### src/rtl/quad_enc_ctrl_if.sv
`default_nettype none
// ============================================================================
//  Module   : quad_enc_ctrl_if
//  Purpose  : Pin/register-side bundle of the quadrature encoder controller.
//  Revision : 1.0  initial release
// ============================================================================
interface quad_enc_ctrl_if #(
    parameter int CH_NUM = 2,
    parameter int CNT_W  = 8
);
    logic [CH_NUM-1:0]       a_i;
    logic [CH_NUM-1:0]       b_i;
    logic [CH_NUM-1:0]       d_i;
    logic                    mode_i;
    logic                    clr_i;
    logic [CH_NUM*CNT_W-1:0] cw_cnt_o;
    logic [CH_NUM*CNT_W-1:0] ccw_cnt_o;
    logic [CH_NUM*CNT_W-1:0] pos_o;
    logic [CH_NUM-1:0]       dir_o;
    logic [CH_NUM-1:0]       evt_o;
    logic [CH_NUM-1:0]       err_o;
    logic [CH_NUM-1:0]       key_o;

    modport master (
        output a_i, b_i, d_i, mode_i, clr_i,
        input  cw_cnt_o, ccw_cnt_o, pos_o, dir_o, evt_o, err_o, key_o
    );

    modport slave (
        input  a_i, b_i, d_i, mode_i, clr_i,
        output cw_cnt_o, ccw_cnt_o, pos_o, dir_o, evt_o, err_o, key_o
    );
endinterface
`default_nettype wire

### src/rtl/quad_enc_ctrl.sv
`default_nettype none
// ============================================================================
//  Module   : quad_enc_ctrl
//  Purpose  : Multi-channel quadrature encoder decoder with debounce, x1/x4
//             counting and saturating position. Macro ENC_KEY_EN adds the
//             push-key debounce and coarse-adjust position lock.
//  Revision : 1.0  initial release
// ============================================================================
module quad_enc_ctrl #(
    parameter int CH_NUM  = 2,
    parameter int CNT_W   = 8,
    parameter int CLK_DIV = 25000,
    parameter int DEB_LEN = 3
) (
    input  logic           clk_i,
    input  logic           rst_i,
    quad_enc_ctrl_if.slave bus
);
`ifdef ENC_KEY_EN
    localparam int c_SIG_PER_CH = 3;
`else
    localparam int c_SIG_PER_CH = 2;
`endif
    localparam int                 c_NSIG     = CH_NUM * c_SIG_PER_CH;
    localparam int                 c_DIV_W    = $clog2(CLK_DIV);
    localparam logic [c_DIV_W-1:0] c_DIV_LAST = c_DIV_W'(CLK_DIV - 1);
    localparam logic [3:0]         c_DEB_LAST = 4'(DEB_LEN - 1);
    localparam logic [CNT_W-1:0]   c_POS_MAX  = {1'b0, {(CNT_W-1){1'b1}}};
    localparam logic [CNT_W-1:0]   c_POS_MIN  = {1'b1, {(CNT_W-1){1'b0}}};

    wire [c_NSIG-1:0]       w_raw;
    wire [c_NSIG-1:0]       w_filt;
    wire [CH_NUM*CNT_W-1:0] w_cw_all;
    wire [CH_NUM*CNT_W-1:0] w_ccw_all;
    wire [CH_NUM*CNT_W-1:0] w_pos_all;
    wire [CH_NUM-1:0]       w_dir_all;
    wire [CH_NUM-1:0]       w_evt_all;
    wire [CH_NUM-1:0]       w_err_all;
    wire [CH_NUM-1:0]       w_key_all;

    logic [c_DIV_W-1:0] r_div;
    logic               w_tick;
    logic [c_NSIG-1:0]  r_sync1;
    logic [c_NSIG-1:0]  r_sync2;
    logic               r_clr_s1;
    logic               r_clr_s2;
    logic               r_clr_d;
    logic               w_clr;
    logic               r_mode;

    assign w_tick = (r_div == c_DIV_LAST);
    assign w_clr  = r_clr_s2 & ~r_clr_d;

    always_ff @(posedge clk_i or posedge rst_i) begin
        if (rst_i) begin
            r_div    <= '0;
            r_sync1  <= '1;
            r_sync2  <= '1;
            r_clr_s1 <= 1'b0;
            r_clr_s2 <= 1'b0;
            r_clr_d  <= 1'b0;
            r_mode   <= 1'b0;
        end else begin
            r_div    <= w_tick ? '0 : r_div + 1'b1;
            r_sync1  <= w_raw;
            r_sync2  <= r_sync1;
            r_clr_s1 <= bus.clr_i;
            r_clr_s2 <= r_clr_s1;
            r_clr_d  <= r_clr_s2;
            r_mode   <= bus.mode_i;
        end
    end

    // Flatten every debounced pin into one vector: A, B[, D] per channel
    for (genvar g = 0; g < CH_NUM; g++) begin : g_raw
        assign w_raw[g*c_SIG_PER_CH]     = bus.a_i[g];
        assign w_raw[g*c_SIG_PER_CH + 1] = bus.b_i[g];
`ifdef ENC_KEY_EN
        assign w_raw[g*c_SIG_PER_CH + 2] = bus.d_i[g];
`endif
    end

    for (genvar g = 0; g < c_NSIG; g++) begin : g_deb
        logic [3:0] r_cnt;
        logic       r_filt;

        always_ff @(posedge clk_i or posedge rst_i) begin
            if (rst_i) begin
                r_cnt  <= '0;
                r_filt <= 1'b1;
            end else if (w_tick) begin
                if (r_sync2[g] == r_filt) begin
                    r_cnt <= '0;
                end else if (r_cnt == c_DEB_LAST) begin
                    r_cnt  <= '0;
                    r_filt <= r_sync2[g];
                end else begin
                    r_cnt <= r_cnt + 4'd1;
                end
            end
        end
        assign w_filt[g] = r_filt;
    end

    for (genvar g = 0; g < CH_NUM; g++) begin : g_ch
        logic [1:0]       w_cur;
        logic [1:0]       r_prev;
        logic             w_step_cw;
        logic             w_step_ccw;
        logic             w_bad;
        logic             w_pos_en;
        logic [CNT_W-1:0] r_cw;
        logic [CNT_W-1:0] r_ccw;
        logic [CNT_W-1:0] r_pos;
        logic             r_dir;
        logic             r_evt;
        logic             r_err;

        assign w_cur = {w_filt[g*c_SIG_PER_CH], w_filt[g*c_SIG_PER_CH + 1]};
`ifdef ENC_KEY_EN
        assign w_key_all[g] = ~w_filt[g*c_SIG_PER_CH + 2];
        assign w_pos_en     = ~w_key_all[g];
`else
        assign w_key_all[g] = 1'b0;
        assign w_pos_en     = 1'b1;
`endif

        // CW walks 11-01-00-10, CCW the reverse; x1 counts only arrival at 11
        always_comb begin
            w_step_cw  = 1'b0;
            w_step_ccw = 1'b0;
            w_bad      = ((r_prev ^ w_cur) == 2'b11);
            if (r_mode) begin
                case ({r_prev, w_cur})
                    4'b11_01, 4'b01_00, 4'b00_10, 4'b10_11: w_step_cw  = 1'b1;
                    4'b11_10, 4'b10_00, 4'b00_01, 4'b01_11: w_step_ccw = 1'b1;
                    default: ;
                endcase
            end else begin
                w_step_cw  = ({r_prev, w_cur} == 4'b10_11);
                w_step_ccw = ({r_prev, w_cur} == 4'b01_11);
            end
        end

        always_ff @(posedge clk_i or posedge rst_i) begin
            if (rst_i) begin
                r_prev <= 2'b11;
                r_cw   <= '0;
                r_ccw  <= '0;
                r_pos  <= '0;
                r_dir  <= 1'b0;
                r_evt  <= 1'b0;
                r_err  <= 1'b0;
            end else begin
                r_prev <= w_cur;
                r_evt  <= (w_step_cw | w_step_ccw) & ~w_clr;
                if (w_clr) begin
                    r_cw  <= '0;
                    r_ccw <= '0;
                    r_pos <= '0;
                    r_err <= 1'b0;
                end else begin
                    if (w_bad) begin
                        r_err <= 1'b1;
                    end
                    if (w_step_cw) begin
                        r_cw  <= r_cw + 1'b1;
                        r_dir <= 1'b1;
                        if (w_pos_en && (r_pos != c_POS_MAX)) begin
                            r_pos <= r_pos + 1'b1;
                        end
                    end else if (w_step_ccw) begin
                        r_ccw <= r_ccw + 1'b1;
                        r_dir <= 1'b0;
                        if (w_pos_en && (r_pos != c_POS_MIN)) begin
                            r_pos <= r_pos - 1'b1;
                        end
                    end
                end
            end
        end

        assign w_cw_all[g*CNT_W +: CNT_W]  = r_cw;
        assign w_ccw_all[g*CNT_W +: CNT_W] = r_ccw;
        assign w_pos_all[g*CNT_W +: CNT_W] = r_pos;
        assign w_dir_all[g]                = r_dir;
        assign w_evt_all[g]                = r_evt;
        assign w_err_all[g]                = r_err;
    end

    assign bus.cw_cnt_o  = w_cw_all;
    assign bus.ccw_cnt_o = w_ccw_all;
    assign bus.pos_o     = w_pos_all;
    assign bus.dir_o     = w_dir_all;
    assign bus.evt_o     = w_evt_all;
    assign bus.err_o     = w_err_all;
    assign bus.key_o     = w_key_all;

endmodule
`default_nettype wire

### src/flat_wrapper.sv
// flat-port wrapper written by rule: the top's interface ports become plain ports
module quad_enc_ctrl_flat 
#(
    parameter int CH_NUM  = 2,
    parameter int CNT_W   = 8,
    parameter int CLK_DIV = 25000,
    parameter int DEB_LEN = 3
)
  (clk_i, rst_i, bus_a_i, bus_b_i, bus_d_i, bus_mode_i, bus_clr_i, bus_cw_cnt_o, bus_ccw_cnt_o, bus_pos_o, bus_dir_o, bus_evt_o, bus_err_o, bus_key_o);
  quad_enc_ctrl_if #(.CH_NUM(CH_NUM), .CNT_W(CNT_W)) bus_i ();
  input  logic clk_i;
  input  logic rst_i;
  input wire logic [$bits(bus_i.a_i)-1:0] bus_a_i;
  input wire logic [$bits(bus_i.b_i)-1:0] bus_b_i;
  input wire logic [$bits(bus_i.d_i)-1:0] bus_d_i;
  input wire logic [$bits(bus_i.mode_i)-1:0] bus_mode_i;
  input wire logic [$bits(bus_i.clr_i)-1:0] bus_clr_i;
  output wire logic [$bits(bus_i.cw_cnt_o)-1:0] bus_cw_cnt_o;
  output wire logic [$bits(bus_i.ccw_cnt_o)-1:0] bus_ccw_cnt_o;
  output wire logic [$bits(bus_i.pos_o)-1:0] bus_pos_o;
  output wire logic [$bits(bus_i.dir_o)-1:0] bus_dir_o;
  output wire logic [$bits(bus_i.evt_o)-1:0] bus_evt_o;
  output wire logic [$bits(bus_i.err_o)-1:0] bus_err_o;
  output wire logic [$bits(bus_i.key_o)-1:0] bus_key_o;
  assign bus_i.a_i = bus_a_i;
  assign bus_i.b_i = bus_b_i;
  assign bus_i.d_i = bus_d_i;
  assign bus_i.mode_i = bus_mode_i;
  assign bus_i.clr_i = bus_clr_i;
  assign bus_cw_cnt_o = bus_i.cw_cnt_o;
  assign bus_ccw_cnt_o = bus_i.ccw_cnt_o;
  assign bus_pos_o = bus_i.pos_o;
  assign bus_dir_o = bus_i.dir_o;
  assign bus_evt_o = bus_i.evt_o;
  assign bus_err_o = bus_i.err_o;
  assign bus_key_o = bus_i.key_o;
  quad_enc_ctrl #(.CH_NUM(CH_NUM), .CNT_W(CNT_W), .CLK_DIV(CLK_DIV), .DEB_LEN(DEB_LEN)) u_core (.clk_i(clk_i), .rst_i(rst_i), .bus(bus_i));
endmodule
### config.mk
export PLATFORM = sky130hd
export DESIGN_NAME = quad_enc_ctrl_flat
export DESIGN_NICKNAME = d
export VERILOG_FILES = /design/src/rtl/quad_enc_ctrl_if.sv /design/src/rtl/quad_enc_ctrl.sv /design/src/flat_wrapper.sv
export SDC_FILE = /design/constraint.sdc
export NUM_CORES = 1
export LEC_CHECK = 0
export ABC_AREA = 1
export CAP_MARGIN = 25
export CORE_UTILIZATION = 56
export DETAILED_ROUTE_END_ITERATION = 12
export GPL_TIMING_DRIVEN = 0
export PLACE_DENSITY = 0.8
export SYNTH_ARGS = -nofsm -noshare
export SYNTH_HDL_FRONTEND = slang
export SYNTH_SLANG_ARGS = --single-unit
### constraint.sdc
create_clock -name clk_i -period 4.6 [get_ports clk_i]
set_input_delay 0.69 -clock clk_i [delete_from_list [all_inputs] [get_ports clk_i]]
set_output_delay 0.69 -clock clk_i [all_outputs]
set_load 0.02 [all_outputs]
# [Word-level counts from Yosys, hierarchy flattened]
# Index checks and enable logic that the tools add are counted.
# Widths: inputs -> output; s select.
[op_classes] add_sub_neg=13 eq_ne=35 n_mux=45 n_bitwise=13 reduce_logical=26
[ops] op="$mux 8" n=20
[ops] op="$add 8x1->8 const B" n=6
[ops] op="$eq 4x4->1 const B" n=8
[ops] op="$mux 4" n=8
[ops] op="$eq 4x2->1 const B" n=6
[ops] op="$reduce_and 3->1" n=6
[ops] op="$add 4x1->4 const B" n=4
[ops] op="$eq 4x3->1 const B" n=4
[ops] op="$mux 1" n=16
[ops] op="$ne 8x7->1 const B" n=2
[ops] op="$ne 8x8->1 const B" n=2
[ops] op="$reduce_bool 2->1" n=8
[ops] op="$reduce_or 4->1" n=4
[ops] op="$sub 8x1->8 const B" n=2
[ops] op="$add 15x1->15 const B" n=1
[ops] op="$eq 15x15->1 const B" n=1
[ops] op="$mux 15" n=1
[ops] op="$reduce_bool 3->1" n=4
[ops] op="$eq 4x1->1 const B" n=2
[ops] op="$reduce_and 2->1" n=4
[ops] op="$ne 3x2->1 const B" n=2
[ops] op="$not 1->1" n=6
[ops] op="$eq 1x1->1" n=4
[ops] op="$eq 2x2->1 const B" n=2
[ops] op="other kinds (4)" n=9
[totals] regBits=105 in_bits=10 output_inout_bits=56

# [Longest topological paths before layout]
# Gate-level depths: netlist of the first run.
[logic_depth] ltp_word=7 mapped_depth=19 depth_no_buf=18

# [Worst setup path before layout of the first run]
# No wires, ideal clock.
[synth_timing] kind="register to register" from="reg u_core.g_deb[0].r_filt" to="reg u_core.g_ch[0].r_pos[6]" setup_time_ns=0.127 arrival_time_ns=2.256 required_ns=4.473 path_slack_ns=2.217 path_stages_with_launch=14 period_less_slack_ns=2.383 cell_sequence="dfstp_2 buf_4 inv_1 o2111ai_1 nand2_2 inv_1 ha_1 a21oi_1 nand2_1 nand2_1 nand2_1 a21oi_1 xor2_1 o21ai_0"
[synth_via] elab_chain_len=6
[synth_rtl] item="start: declaration" line_no="quad_enc_ctrl.sv:85" text="logic r_filt;"
[synth_rtl] item="start signal: assignment" line_no="quad_enc_ctrl.sv:96" text="r_filt <= r_sync2[g];"
[synth_rtl] item="$eq 4x4->1 (tied with other cells)" line_no="quad_enc_ctrl.sv:134" text="case ({r_prev, w_cur})"
[synth_rtl] item="$reduce_or 4->1" line_no="quad_enc_ctrl.sv:134"
[synth_rtl] item="$mux 1" line_no="quad_enc_ctrl.sv:134"
[synth_rtl] item="$mux 1" line_no="quad_enc_ctrl.sv:133" text="if (r_mode) begin"
[synth_rtl] item="$ne 3x2->1 (no line) (tied with other cells)"
[synth_rtl] item="$reduce_and 3->1 (no line) / $mux 8 (equally long branches)"
[synth_rtl] item="end signal: assignment" line_no="quad_enc_ctrl.sv:170" text="r_pos <= r_pos + 1'b1;"
[synth_rtl] item="end signal: assignment" line_no="quad_enc_ctrl.sv:176" text="r_pos <= r_pos - 1'b1;"
[synth_rtl] item="end: declaration" line_no="quad_enc_ctrl.sv:114" text="logic [CNT_W-1:0] r_pos;"
# Parallel ways exist; a longest one is shown, timed or not.
# A chain may end at the register's enable or synchronous reset.

# [Final worst setup path of the first run]
# Same ends and word-level chain as after synthesis.

==> results of run 1 <==
## routing by layer
metal / share of wire (%) / up-vias / GRT usage, % / wire length, µm
li1: - / 2378 / - / -
met1: 44 / 2310 / 30.8 / 5190
met2: 50 / 110 / 44.2 / 5980
met3: 4.0 / 15 / 4.24 / 471
met4: 1.7 / 0 / 9.78 / 196
met5: 0 / - / 0 / 0
## power groups by stage
stage	logic [W]	clock network, W	registers (W)
after detailed placement	0.000383	0	0.00103
after floorplan	0.000223	0	0.00105
after global routing	0.000427	0.000681	0.00102
final	0.000385	0.000638	0.00101
after CTS	0.000385	0.000651	0.00101
after global placement	0.000356	0	0.00102
## cell type report
class                           instances  area share (%)
Buffer                                 17            1.65
Clock buffer                           12            2.18
Clock inverter                          4            1.15
Inverter                              101            5.73
Multi-Input combinational cell        464            37.4
Sequential cell                       105            39.8
Tap cell                              133            2.50
Timing Repair Buffer                   62            9.59
## worst max-delay path by stage
| stage | from | end | slack [ps] | cells after the start |
|---|---|---|---|---|
| 4_1_cts | u_core.g_deb[0].r_filt | u_core.g_ch[0].r_pos[6] | 1840 | 13 |
| 2_1_floorplan | rst_i | u_core.g_ch[0].r_ccw[0] | 1180 | 1 |
| 3_3_place_gp | rst_i | u_core.g_ch[1].r_cw[6] | -360 | 2 |
| 3_5_place_dp | u_core.g_deb[0].r_filt | u_core.g_ch[0].r_pos[6] | 1850 | 13 |
| 5_1_grt | u_core.g_deb[0].r_filt | u_core.g_ch[0].r_pos[6] | 1570 | 13 |
| 6_report | u_core.g_deb[0].r_filt | u_core.g_ch[0].r_pos[6] | 1830 | 13 |
## worst max-delay path, stage by stage (launching register included)
cell,delay (ps)
dfstp_2,540
buf_4,140
inv_1,70
o2111ai_1,250
nand2_2,200
inv_1,260
ha_1,340
a21oi_1,240
nand2_1,80
nand2_1,90
nand2_1,60
a21oi_1,150
xor2_1,140
o21ai_0,90
## flip-flops by register name (all words and copies together) (netlist names)
signal,count
u_core.g_ch.r_ccw,16
u_core.r_sync1,4
u_core.r_div,15
u_core.g_ch.r_cw,16
u_core.g_ch.r_err,2
u_core.r_clr_s1,1
u_core.r_sync2,4
u_core.g_ch.r_dir,2
u_core.g_deb.r_filt,4
u_core.g_ch.r_prev,4
u_core.r_clr_s2,1
u_core.r_clr_d,1
u_core.g_deb.r_cnt,16
u_core.g_ch.r_evt,2
u_core.r_mode,1
u_core.g_ch.r_pos,16
## cell families after synthesis
kind of cell	after synthesis	synth area share (%)
buffers and inverters	118	8.70
AND/OR/NAND/NOR	306	24.5
other	1	0.0667
XOR/XNOR	18	2.80
adder cells (fa/ha/maj)	24	5.47
flip-flops	105	47.1
AO/OA/AOI/OAI	114	11.3
## cells in the final DEF, fill, tap and decap left out, drive strengths merged, types with 2 or more instances in the layout
master / n
a21oi: 42
a31oi: 4
and3: 3
buf: 13
bufinv: 2
clkbuf: 17
clkdlybuf4s50: 61
clkinv: 2
conb: 2
dfrtp: 89
dfstp: 16
ha: 23
inv: 101
nand2: 145
nand3: 51
nand4: 10
nor2: 72
nor3: 18
nor4: 6
o211ai: 2
o21ai: 54
o21bai: 2
o22ai: 3
o41ai: 6
xnor2: 3
xor2: 15
## per-stage QoR
step                hold WS (ps)  instance area, µm²
floorplan                    331                5630
global placement             337                6400
detailed placement           346                6430
CTS                          361                6660
global route                 366                6660
finish                       361                6660
==> results.ini, run 1 <==
[routing]
vias = 4813
via_per_inst = 5.36
drc = 0
drtIter0Drc = 175
wl_per_cell_um = 13.2
dr.pass1.iters = 5
final_antenna_net_count = 0
drt_wl_total_um = 11800

[layout]
multiInputGateArea_mm2 = 0.00249
fillers = 798
regArea_mm2 = 0.00265
utilization_pct = 68.1
layout.nets = 794
instances_no_fill = 898
syn2layout_area_growth_pct = 18.4
antenna_cells = 0
drive_above_1_share_pct = 9.41

[critical_path]
r2r_start = u_core.g_deb[0].r_filt
crit_fanout = 10
endpoint_kind = register
critPathKind = register to register
crit_required_ps = 4870
arrival_ps = 3050
reg2reg_to = u_core.g_ch[0].r_pos[6]
r2r_cells = 13
cp-start-kind = register
reg2reg_slack_ps = 1830

[run]
max-cap-violations = 0

[clock_network]
path_clk_slew_ps = 100
clockBufferDepth = 2
clock_sinks = 105
htreeDepth = 3
post_cts_resized = 0
numCtsBuffers = 9
insertion_delay_ps = 380
cts_hold_buffers = 0
root_buffer = clkbuf_8
post-cts-setup-buffer-count = 0
tritoncts = built

[die]
rows = 36
ios = 66
die_area_mm2 = 0.0104
fp.dieW_um = 102
start_util_pct = 57.5
fp.dieH_um = 102
core_area_mm2 = 0.00977

[grt]
grt_max_degree = 70
overflow = 0
grt_pass1_vias = 4680
grt_pass1_wl_um = 20700
grt_use_total_pct = 25.1
grt_antenna_before_repair = 0

[synth]
ys_seq_area_share_pct = 47.1
yosysUniqueCellTypes = 42
synth_seq_cells = 105
synth_edf_count = 0
yosys.area.top_type = dfrtp_1
synth_ff_type = dfrtp_1
synth_top_area_share_pct = 39.6
synthCells = 686
syn-cell-area_mm2 = 0.00562
netlist_top_cells_count = 135 x nand2_1, 94 x inv_1, 89 x dfrtp_1, 70 x nor2_1, 51 x o21ai_0
yosysWarningCount = 0
post-synth-top-count-cell = nand2_1
synth_area_leaders = dfrtp_1 40%, nand2_1 9.0%, dfstp_2 7.5%
avgSynthCellArea_um2 = 8.20
ys_async_sr_fraction_pct = 100

[run_status]
status = complete, no violations

[hold_path]
whs_path_depth = 0
hold_path_end = u_core.r_sync2[3]
hold_start = u_core.r_sync1[3]
hp-class = register to register

[sta]
drv_slew = 0
setup_viol = 0
fmaxAchievable_mhz = 361
min_period_ps = 2770
timing.final.crit_share_pct = 60.3
slew_headroom_pct = 56.7
final.setup_skew_ps = 11.1
report.final.hold_viol_count = 0
max_slew.worst_pin.slew_ps = 650
finalWorstSetupSlack_ps = 1830
fin_setup_tns_ps = 0
rsz0062_at_grt = false

[placement]
hpwl_um = 8670
portBuffers = 61
dp_slack_ps = 1850
gp_congestion = 0.900
dp.cells = 882

[pwr]
netSwitchingFraction_pct = 28.7
cellPowerDensity_mw_per_mm2 = 306
ir_drop_v = 0.000309
p_int_w = 0.00145
power_w = 0.00203
cellLeakagePower_nw = 3.17
seqPwrFrac_pct = 49.7
switchingPower_w = 0.000584
p_comb_share_pct = 18.9
power_frac_clock_pct = 31.4

(Power assumes the default switching activity.)
==> inputs of run 2 (changes only) <==
- clock period: 4.6 -> 2.75 ns (I/O delays scaled with it)
==> run 2 against run 1 <==
- worst hold slack got worse by 0.83 ps
- core utilization grew 0.55 points
- sequential share of layout area fell by 0.32 points
- non-clock buffer count up 7
- via count fell by 0.27%
- clock skew up 2.6 ps
- total power is 62% higher
- critical path type unchanged
- largest cell class unchanged
- largest power group unchanged
==> results.ini, run 2 (same netlist as run 1, synthesis figures left out) <==
[sta]
timing.final.crit_share_pct = 94.4  ; +34 points
drv_slew = 0  ; unchanged
report.final.hold_viol_count = 0  ; unchanged
finalWorstSetupSlack_ps = 153  ; -1670 ps
fmaxAchievable_mhz = 385  ; +6.8%
setup_viol = 0  ; unchanged
fin_setup_tns_ps = 0  ; unchanged
slew_headroom_pct = 59.0  ; +2.3 points
final.setup_skew_ps = 13.8  ; +2.62 ps
min_period_ps = 2600  ; -177 ps
hold_ws_ps = 360  ; -0.834 ps
max_slew.worst_pin.slew_ps = 615  ; -35.1 ps

[routing]
vias = 4800  ; -0.27%
drc = 0  ; unchanged
drtIter0Drc = 165  ; -5.7%
via_per_inst = 5.30  ; -1.0%
dr.pass1.iters = 4  ; -1
drt_wl_total_um = 11800  ; -0.58%
wl_per_cell_um = 13.0  ; -1.4%
final_antenna_net_count = 0  ; unchanged

[grt]
grt_use_total_pct = 24.2  ; -0.94 points
grt_pass1_vias = 4630  ; -1.1%
overflow = 0  ; unchanged
grt_max_degree = 42  ; -40%
grt_pass1_wl_um = 20000  ; -3.4%
grt_antenna_before_repair = 0  ; unchanged

[clock_network]
path_clk_slew_ps = 110  ; about the same
htreeDepth = 3  ; unchanged
tritoncts = built
numCtsBuffers = 9  ; unchanged
insertion_delay_ps = 370  ; about the same
root_buffer = clkbuf_8
clock_sinks = 105  ; unchanged
clockBufferDepth = 2  ; unchanged

[hold_path]
hp-class = register to register

[die]
core_area_mm2 = 0.00977  ; unchanged
rows = 36  ; unchanged
ios = 66  ; unchanged
fp.dieH_um = 102  ; unchanged
start_util_pct = 57.5  ; unchanged
fp.dieW_um = 102  ; unchanged
die_area_mm2 = 0.0104  ; unchanged

[critical_path]
reg2reg_to = u_core.g_ch[0].r_pos[6]
endpoint = u_core.g_ch[0].r_pos[6]
cp-startpoint = u_core.g_deb[1].r_filt
endpoint_kind = register
crit_fanout = 7  ; -3
critPathKind = register to register
r2r_start = u_core.g_deb[1].r_filt
reg2reg_slack_ps = 150  ; -1670 ps
crit_required_ps = 3020  ; -1850 ps
cp-start-kind = register
arrival_ps = 2860  ; -190 ps
r2r_cells = 13  ; unchanged

[layout]
mostFrequentLayoutCells = 135 x nand2_1, 92 x inv_1, 89 x dfrtp_1, 70 x nor2_1, 61 x clkdlybuf4s50_1
multiInputGateArea_mm2 = 0.00251  ; +0.70%
layout.nets = 801  ; +0.88%
utilization_pct = 68.6  ; +0.55 points
drive_above_1_share_pct = 10.9  ; +1.5 points
fillers = 826  ; +3.5%
antenna_cells = 0  ; unchanged
regArea_mm2 = 0.00265  ; unchanged
final_common_cell = nand2_1
syn2layout_area_growth_pct = 19.3

[placement]
hpwl_um = 8710  ; +0.48%
portBuffers = 61  ; unchanged
dp_slack_ps = 33.5  ; -1820 ps
gp_congestion = 0.902  ; +0.17%

[pwr]
ir_drop_v = 0.000588  ; +90%
cellLeakagePower_nw = 3.18  ; +0.32%
power_w = 0.00330  ; +62%
cellPowerDensity_mw_per_mm2 = 492  ; +61%

[run]
max-cap-violations = 0  ; unchanged

[run_status]
status = complete, no violations

-- run 2: cell count changes in the layout (fill, tap and decap cells not counted), sizes merged --
| cell | change |
|---|---|
| buf | +7 |
| clkinvlp | +4 |
| clkbuf | -2 |
| inv | -2 |
| bufinv | -1 |
| clkinv | +1 |
-- run 2: layer usage --
| layer | up-vias | track usage [%] | wire length (µm) |
|---|---|---|---|
| met2 | 100 | 43.1 | 5970 |
| met5 | - | 0 | 0 |
| li1 | 2383 | - | - |
| met3 | 14 | 2.94 | 426 |
| met1 | 2303 | 30.8 | 5200 |
| met4 | 0 | 7.47 | 177 |
-- run 2: where the power goes --
part           switching (W)  leakage [nW]  internal [W]  total [W]
Combinational       0.000365          1.71      0.000285   0.000651
Clock               0.000532        0.0929      0.000425   0.000957
Sequential         0.0000864          1.38       0.00161    0.00169
Total               0.000984          3.18       0.00232    0.00330
-- run 2: repair_timing --
item / in CTS / in global routing
buffers inserted: 0 / 6
resized for setup: 0 / 6
setup endpoints to repair: 0 / 3
hold buffers: 0 / 0
-- run 2: metrics by stage --
| step | instance area [µm²] | instances |
|---|---|---|
| CTS | 6640 | 899 |
| global route | 6710 | 905 |
| floorplan | 5630 | 687 |
| finish | 6710 | 905 |
| detailed placement | 6450 | 883 |
| global placement | 6410 | 881 |
-- run 2: cell type report --
class	count	area share [%]
clock inverter	6	1.01
sequential	105	39.5
clock buffer	10	1.90
buffer	17	1.64
multi-input combinational	464	37.4
inverter	101	5.76
tap	133	2.48
timing repair buffer	69	10.4
-- run 2: how the worst min path moves through the flow --
stage	from	end	cells after the start
after global placement	u_core.r_clr_s1	u_core.r_clr_s2	0
after global routing	u_core.r_sync1[2]	u_core.r_sync2[2]	0
after floorplan	u_core.r_clr_s1	u_core.r_clr_s2	0
after CTS	u_core.r_sync1[0]	u_core.r_sync2[0]	0
final	u_core.r_sync1[0]	u_core.r_sync2[0]	0
after detailed placement	u_core.r_clr_s1	u_core.r_clr_s2	0
-- run 2: critical path: stages, from the launching register on --
cell        delay [ps]
dfstp_2            590
inv_1              100
nor2_1             160
nand3_1            140
nand2_4            140
clkinvlp_4         180
fa_1               450
nand3_1            130
nand2_1             60
nand2_1             90
nand2_1             70
a21oi_1            150
xor2_1             140
o21ai_0             90
==> inputs of run 3 (changes only) <==
- CORE_MARGIN: not set -> 4
==> run 3 against run 2 <==
- wire length increased by 2.8%
- via count up 0.29%
- setup slack better by 25 ps
- count of clock-buffer cells in the layout grew 1
- core utilization up 0.28 points
- sequential power hardly changed
- critical path depth unchanged
- non-clock buffer count shrank 1
- largest power group unchanged
- highest routed layer unchanged
==> results.ini, run 3 (same netlist as run 1, synthesis figures left out) <==
[routing]
drc = 0  ; unchanged
via_per_inst = 5.33  ; +0.40%
dr.pass1.iters = 4  ; unchanged
vias = 4814  ; +0.29%
wl_per_cell_um = 13.4  ; +2.9%
drt_wl_total_um = 12100  ; +2.8%
final_antenna_net_count = 0  ; unchanged
drtIter0Drc = 278  ; +68%

[critical_path]
crit_required_ps = 3010  ; about the same
cp-startpoint = u_core.g_deb[0].r_filt
cp-start-kind = register
r2r_start = u_core.g_deb[0].r_filt
crit_fanout = 7  ; unchanged
reg2reg_to = u_core.g_ch[0].r_pos[7]
arrival_ps = 2830  ; -30 ps
reg2reg_slack_ps = 180  ; +20 ps
endpoint_kind = register
critPathKind = register to register
r2r_cells = 13  ; unchanged

[clock_network]
numCtsBuffers = 9  ; unchanged
clock_sinks = 105  ; unchanged
cts_hold_buffers = 0  ; unchanged
clockBufferDepth = 2  ; unchanged
root_buffer = clkbuf_8
path_clk_slew_ps = 100  ; about the same
htreeDepth = 3  ; unchanged
insertion_delay_ps = 380  ; about the same
tritoncts = built

[pwr]
cellLeakagePower_nw = 3.18  ; +0.18%
cellPowerDensity_mw_per_mm2 = 494  ; +0.33%
ir_drop_v = 0.000577  ; -1.9%

[grt]
grt_max_degree = 39  ; -7.1%
grt_use_total_pct = 21.4  ; -2.8 points
grt_pass1_vias = 4722  ; +2.0%
grt_antenna_before_repair = 0  ; unchanged
overflow = 0  ; unchanged
grt_pass1_wl_um = 20500  ; +2.4%

[layout]
drive_above_1_share_pct = 10.8  ; -0.12 points
layout.nets = 800  ; -0.12%
syn2layout_area_growth_pct = 19.8
mostFrequentLayoutCells = 135 x nand2_1, 92 x inv_1, 89 x dfrtp_1, 70 x nor2_1, 61 x clkdlybuf4s50_1
finalInstanceArea_mm2 = 0.00674  ; +0.41%
antenna_cells = 0  ; unchanged
fillers = 792  ; -4.1%
final_common_cell = nand2_1

[hold_path]
hold_path_end = u_core.r_sync2[3]
hp-class = register to register
whs_path_depth = 0  ; unchanged
hold_start = u_core.r_sync1[3]

[sta]
report.final.hold_viol_count = 0  ; unchanged
setup_viol = 0  ; unchanged
hold_ws_ps = 354  ; -5.85 ps
drv_slew = 0  ; unchanged
final.setup_skew_ps = 13.2  ; -0.555 ps
timing.final.crit_share_pct = 93.5  ; -0.91 points
fmaxAchievable_mhz = 389  ; +0.97%
min_period_ps = 2570  ; -25.0 ps
rsz0062_at_grt = true
finalWorstSetupSlack_ps = 178  ; +25.0 ps
slew_headroom_pct = 56.3  ; -2.7 points
max_slew.worst_pin.slew_ps = 655  ; +40.5 ps

[placement]
gp_congestion = 0.901  ; about the same
portBuffers = 61  ; unchanged
placedInstanceArea_mm2 = 0.00647  ; +0.43%
hpwl_um = 9000  ; +3.3%
dp_slack_ps = 55.8  ; +22.4 ps

[run_status]
status = complete, no violations

[run]
max-cap-violations = 0  ; unchanged

[die]
rows = 36  ; unchanged
start_util_pct = 57.5  ; unchanged
fp.dieH_um = 108  ; +5.9%
ios = 66  ; unchanged
core_area_mm2 = 0.00977  ; unchanged
fp.dieW_um = 108  ; +5.9%
die_area_mm2 = 0.0117  ; +12%

## run 3: per-layer routing
layer  wire length, µm  global-route usage (%)  vias to the layer above  share of wire [%]
li1                  -                       -                     2379                  -
met1              5250                    26.4                     2301                 43
met2              6100                    38.0                      110                 50
met3               501                    2.93                       24                4.1
met4               236                    8.30                        0                2.0
met5                 0                       0                        -                  0
## run 3: how the worst max path moves through the flow
stage,endpoint,slack (ps),depth (start not counted)
after floorplan,u_core.g_ch[0].r_pos[6],370,13
after global placement,u_core.g_ch[1].r_cw[4],40,2
after detailed placement,u_core.g_ch[0].r_pos[5],60,12
after CTS,u_core.g_ch[0].r_pos[5],50,12
after global routing,u_core.g_ch[0].r_pos[6],-20,14
final,u_core.g_ch[0].r_pos[7],180,13
## run 3: worst max-delay path: stages, from the launching register on
cell and delay (ps):
dfstp_2 540, buf_4 140, nand2_1 60, nand2_1 50, o2111ai_1 120, nand2_2 180, clkinvlp_4 220, buf_4 200
ha_1 320, a21oi_2 150, o21ai_0 80, a21oi_1 170, xor2_1 160, o22ai_1 80
## run 3: layout make-up
type / instances / area (µm²) / share of cell area, %
clock buffer: 11 / 131 / 1.95
sequential: 105 / 2650 / 39.3
tap: 133 / 166 / 2.47
buffer: 17 / 110 / 1.63
inverter: 101 / 387 / 5.74
multi-input combinational: 464 / 2520 / 37.4
timing repair buffer: 68 / 708 / 10.5
clock inverter: 5 / 65.1 / 0.966
## run 3: timing repair
item                                    4_1_cts  5_1_grt
endpoints found under the setup margin        0        3
gates resized for setup                       0        5
setup buffers                                 0        4
## run 3: per-stage QoR
step | setup TNS [ps] | utilization, % | total power, W | instances
6_report | 0 | 68.9 | 0.00332 | 904
5_1_grt | -25.7 | 68.9 | 0.00351 | 904
4_1_cts | 0 | 68.3 | 0.00330 | 900
3_5_place_dp | 0 | 66.2 | 0.00235 | 884
3_3_place_gp | 0 | 65.6 | 0.00231 | 881
2_1_floorplan | 0 | - | 0.00213 | 687
## run 3: report_power, final
part / switching [W] / total [W] / internal (W)
registers: 0.0000936 / 0.00170 / 0.00161
logic: 0.000353 / 0.000660 / 0.000307
clock network: 0.000535 / 0.000965 / 0.000430
total: 0.000982 / 0.00332 / 0.00234
